--- config.mk ---
export PLATFORM = sky130hd
export DESIGN_NAME = ifetch_queue
export DESIGN_NICKNAME = d
export VERILOG_FILES = /design/src/rtl/ifetch_queue.sv
export SDC_FILE = /design/constraint.sdc
export NUM_CORES = 1
export LEC_CHECK = 0
export CORE_MARGIN = 5
export CORE_UTILIZATION = 51
export CTS_CLUSTER_DIAMETER = 100
export CTS_CLUSTER_SIZE = 14
export DETAILED_ROUTE_END_ITERATION = 6
export GPL_TIMING_DRIVEN = 0
export PLACE_DENSITY_LB_ADDON = 0.05
export SYNTH_ARGS = -nofsm -noshare
export SYNTH_HDL_FRONTEND = slang
export SYNTH_SLANG_ARGS = --single-unit
--- constraint.sdc ---
create_clock -name clk -period 11.1 [get_ports clk]
set_input_delay 2.775 -clock clk [delete_from_list [all_inputs] [get_ports clk]]
set_output_delay 2.775 -clock clk [all_outputs]
set_load 0.005 [all_outputs]
--- src/rtl/ifetch_queue.sv ---
// Instruction-fetch front end: owns the fetch PC, keeps at most one memory read
// in flight and buffers returned words with their PCs in a small FIFO.
module ifetch_queue #(
    parameter int          DEPTH    = 4,
    parameter logic [31:0] RESET_PC = 32'h0000_0000
) (
    input  logic                     clk,
    input  logic                     rst,
    output logic                     imem_req,
    output logic [31:0]              imem_addr,
    input  logic [31:0]              imem_rdata,
    input  logic                     imem_valid,
    input  logic                     redirect,
    input  logic [31:0]              redirect_pc,
    output logic                     instr_valid,
    output logic [31:0]              instr,
    output logic [31:0]              instr_pc,
    input  logic                     instr_ready,
    output logic [$clog2(DEPTH):0]   fill_level
);
    localparam int AW = $clog2(DEPTH);
    localparam int CW = AW + 1;

    typedef enum logic [1:0] {IDLE, WAIT, DROP} state_t;

    state_t          state_reg;
    logic [31:0]     fetch_pc_reg;
    logic [31:0]     req_pc_reg;
    logic [CW-1:0]   count_reg;
    logic [AW-1:0]   wr_ptr_reg;
    logic [AW-1:0]   rd_ptr_reg;
    logic [31:0]     data_mem [DEPTH];
    logic [31:0]     pc_mem   [DEPTH];

    logic            push;
    logic            pop;
    logic            issue;
    logic [CW:0]     post_count;

    // post_count is the occupancy once this cycle's pop and pending write land,
    // so a back-to-back reissue is only made when its response will have a slot.
    always_comb begin
        instr_valid = (count_reg != '0) && !redirect;
        pop         = instr_valid && instr_ready;
        push        = (state_reg == WAIT) && imem_valid && !redirect;
        post_count  = {1'b0, count_reg} + (CW+1)'(1) - (CW+1)'(pop);
        issue       = 1'b0;
        unique case (state_reg)
            IDLE:    issue = !redirect && (count_reg < CW'(DEPTH));
            WAIT:    issue = push && (post_count < (CW+1)'(DEPTH));
            default: issue = 1'b0;
        endcase
        if (rst) begin
            issue = 1'b0;
        end
    end

    assign imem_req   = issue;
    assign imem_addr  = fetch_pc_reg;
    assign instr      = data_mem[rd_ptr_reg];
    assign instr_pc   = pc_mem[rd_ptr_reg];
    assign fill_level = count_reg;

    always_ff @(posedge clk or posedge rst) begin
        if (rst) begin
            for (int i = 0; i < DEPTH; i++) begin
                data_mem[i] <= '0;
                pc_mem[i]   <= '0;
            end
        end else if (push) begin
            data_mem[wr_ptr_reg] <= imem_rdata;
            pc_mem[wr_ptr_reg]   <= req_pc_reg;
        end
    end

    always_ff @(posedge clk or posedge rst) begin
        if (rst) begin
            state_reg    <= IDLE;
            fetch_pc_reg <= RESET_PC;
            req_pc_reg   <= RESET_PC;
            count_reg    <= '0;
            wr_ptr_reg   <= '0;
            rd_ptr_reg   <= '0;
        end else if (redirect) begin
            // Flush; an in-flight read is either retired now or marked for discard.
            fetch_pc_reg <= redirect_pc & 32'hFFFF_FFFC;
            count_reg    <= '0;
            wr_ptr_reg   <= '0;
            rd_ptr_reg   <= '0;
            unique case (state_reg)
                WAIT:    state_reg <= imem_valid ? IDLE : DROP;
                DROP:    state_reg <= imem_valid ? IDLE : DROP;
                default: state_reg <= IDLE;
            endcase
        end else begin
            if (issue) begin
                fetch_pc_reg <= fetch_pc_reg + 32'd4;
                req_pc_reg   <= fetch_pc_reg;
            end
            if (push) begin
                wr_ptr_reg <= wr_ptr_reg + AW'(1);
            end
            if (pop) begin
                rd_ptr_reg <= rd_ptr_reg + AW'(1);
            end
            if (push && !pop) begin
                count_reg <= count_reg + CW'(1);
            end else if (!push && pop) begin
                count_reg <= count_reg - CW'(1);
            end
            unique case (state_reg)
                IDLE:    state_reg <= issue ? WAIT : IDLE;
                WAIT:    state_reg <= imem_valid ? (issue ? WAIT : IDLE) : WAIT;
                default: state_reg <= imem_valid ? IDLE : DROP;
            endcase
        end
    end
endmodule

==> impl_results.md, run 1 <==
* Outcome: completed
* Total track usage at 21.2%
* Critical R2R Launch: state_reg[1]$_DFF_PP0_
* Final Cell Area at 17000 sq um
* RSZ-0062 raised after global routing: false
* Antenna viol nets, final at 0
* Area share of the largest cell type after synthesis at 56.4%
* CTS tree: yes
* Critical Setup Path Class: in -> out
* Max-cap viol count at 0
* Area post-placement at 16300 sq um
* Layout Nets at 1223
* CP Capture Type: output port
* DRC at 0
* Power Dens Cells at 205 nW/um^2
* Post-synth EDFFs at 0
* Antenna cells at 0
* CTS buffer count at 26
* Root Buffer: clkbuf_16
* Fmax at 0.119 GHz
* Clk pin slew, worst setup/hold paths at 0.07 ns
* DIE AREA at 31000 sq um
* CP Data Required Time at 8.33 ns
* Leading registers by flop count: data_mem (128), pc_mem (120)
* Inst Count DP at 1459
* Clock sinks at 317
* Num rows at 60
* Vias post-DR at 8627
* Setup Total Neg Slack at 0 ns
* Post-synth cell types at 43
* Post-CTS Setup Bufs at 0
* Reg with most FFs: data_mem
* HPWL after detailed placement at 22300 um
* Bufs on Longest Clock Path at 3
* Area Growth Syn to Fin at 21.0%
* Crit path launch type: primary input
* Synth Instances at 943
* GR Overflow Total at 0
* IO Pins at 170
* Vias in the first global route at 9224
* Crit Path Max Fanout at 10
* H-tree Lvls at 1
* Register bit count reported by yosys at 317
* Largest area contributor in the netlist: dfrtp_1
* Worst Path Arrival at 5.63 ns
* Crit path from: imem_valid
* Top cells by area, synth: dfrtp_1 56%, mux2_2 22%, mux4_2 9.9%
* Post-synthesis sequential area ratio at 56.4%
* Hold-fix buffers, CTS at 0
* Clock Latency Late Sink at 0.53 ns
* Max Slew Vio Count at 0
* Slew margin rel. at 25.4%
* Final Hold Vio Count at 0
* Period utilization at 75.7%
* Initial drt markers at 342
* Setup Viol. Count Final at 0
* Core ar. at 27000 sq um
* Synth Flop Type: dfrtp_1
* GPL Wtd Cong at 0.819
* Vias per std cell at 5.80
* Initial antenna violation count at 0
* Pleak at 7.55 nW
* Initial Util at 52.0%
* Most common cell after layout, fill and taps aside: dfrtp_1
* Final WL at 32200 um
* Pre-CTS WS at 2.72 ns
* Pre-antenna DRT Iters at 4
* Number of synthesis warnings at 0
* Port Buffer Count at 162
* Die Wd at 176 um
* Die Height at 176 um
* Clock period minus worst slack at 8.40 ns
* Syn Area/Cell at 14.9 sq um
* Layout cells sized above 1 at 34.0%
* Max reg flops at 128
* Hold_sp: data_mem[59]$_DFFE_PP0P_
* First-pass GRT wire length at 52100 um
* Final std cells w/o fill at 1487
* Async SR Flop Fraction at 100%
* Post-Route Skew at 0.0156 ns
* Largest net degree at the start of global routing at 41
* Average routed wire per standard cell at 21.6 um
* Final worst slack at 2.70 ns
* Number of gates resized after CTS at 0
* Hold Path Class: reg -> reg
* Mapped Area at 14100 sq um
* Slew @ Worst Pin at 1.12 ns
* Most frequent cells in the layout: 317 x dfrtp_1, 278 x mux2_2, 162 x clkdlybuf4s50_1
* Max VDD drop at 0.000129 V
-- cell type report --
class	instances	area, sq um
Sequential cell	317	7930
Multi-Input combinational cell	558	5850
Clock inverter	1	7.51
Inverter	12	48.8
Clock buffer	27	676
Buffer	59	245
Tap cell	341	427
Timing Repair Buffer	172	1820
Fill cell	2164	10000
-- worst paths after layout --
kind                                                   to  cells after the start  slack, ns
worst min register to register   data_mem[59]$_DFFE_PP0P_                      1       0.50
min in group asynchronous       imem_addr[16]$_DFFE_PP0P_                      2       2.79
max in group asynchronous         data_mem[3]$_DFFE_PP0P_                      6       7.03
worst max-delay path                             imem_req                      7       2.70
worst max register to register  req_pc_reg[5]$_DFFE_PP0P_                      8       8.21
worst min-delay path             data_mem[59]$_DFFE_PP0P_                      1       0.50
-- per-layer routing --
metal / part of all wire (%) / vias up / GRT usage (%)
met5: 0 / - / 0
met2: 49 / 209 / 35.3
met1: 44 / 4482 / 29.9
li1: - / 3899 / -
met4: 1.8 / 0 / 3.74
met3: 5.0 / 37 / 3.68
-- cell usage after synthesis (2+ instances only) --
| cell type | instances |
|---|---|
| dfrtp_1 | 317 |
| mux2_2 | 278 |
| mux4_2 | 62 |
| clkbuf_1 | 44 |
| nand2_1 | 38 |
| nor2_1 | 23 |
| nand3_1 | 19 |
| o21ai_0 | 17 |
| xnor2_1 | 15 |
| nor3_1 | 12 |
| a31oi_1 | 11 |
| inv_1 | 11 |
| or4_1 | 11 |
| buf_1 | 9 |
| o31ai_1 | 9 |
| ha_1 | 7 |
| nor4_1 | 7 |
| nand4_1 | 6 |
| or3_1 | 6 |
| a21oi_1 | 4 |
| buf_4 | 4 |
| xor2_1 | 4 |
| and4_1 | 3 |
| and2_1 | 2 |
| and3_1 | 2 |
| o211ai_1 | 2 |
| o311ai_0 | 2 |
| or2_2 | 2 |
| or4_4 | 2 |
-- worst max-delay path, cell delays in order --
cell	delay, ns
clkdlybuf4s50_1	0.60
a21oi_1	0.14
or3_1	0.31
buf_2	0.17
nor3_1	0.40
clkbuf_1	0.60
clkdlybuf4s50_1	0.64
-- stage by stage --
| step | hold WS (ns) | util (%) | power (mW) |
|---|---|---|---|
| 4_1_cts | 0.502 | 62.9 | 3.55 |
| 6_report | 0.499 | 62.9 | 3.49 |
| 3_3_place_gp | 0.482 | 59.7 | 2.70 |
| 2_1_floorplan | 0.474 | - | 2.17 |
| 3_5_place_dp | 0.487 | 60.4 | 2.72 |
| 5_1_grt | 0.509 | 62.9 | 3.69 |
-- logic make-up (layout without fill, tap and decap cells) --
family	count (synthesis)	count (layout)	synth area share, %
AOI/OAI and AO/OA	49	49	2.21
DFF	317	317	56.4
buffers and inverters	71	271	2.06
adders and majority gates	8	8	0.765
other	1	4	0.0267
xor gates and xnor gates	19	19	1.18
and+or+nand+nor	137	137	5.06
muxes	341	341	32.3
-- power by group --
group | internal (mW) | leakage [nW] | switching (mW)
logic | 0.716 | 3.05 | 0.393
clock network | 0.427 | 0.333 | 0.383
registers | 1.40 | 4.16 | 0.176
Power figures use the tool's default switching activity.
==> run 2: changes to the inputs <==
==> constraint.sdc (replaced) <==
create_clock -name clk -period 7.3 [get_ports clk]
set_input_delay 1.825 -clock clk [delete_from_list [all_inputs] [get_ports clk]]
set_output_delay 1.825 -clock clk [all_outputs]
set_load 0.005 [all_outputs]
==> results of run 2 <==
Same layout as run 1 (identical final DEF). Status: completed.
Main changes from that run: setup slack after placement 2.72 ns -> 0.817 ns; setup slack after layout 2.70 ns -> 0.797 ns; register-to-register setup slack 8.21 ns -> 4.41 ns; total power 3.49 mW -> 5.31 mW; worst IR drop on VDD 0.000129 V -> 0.000197 V
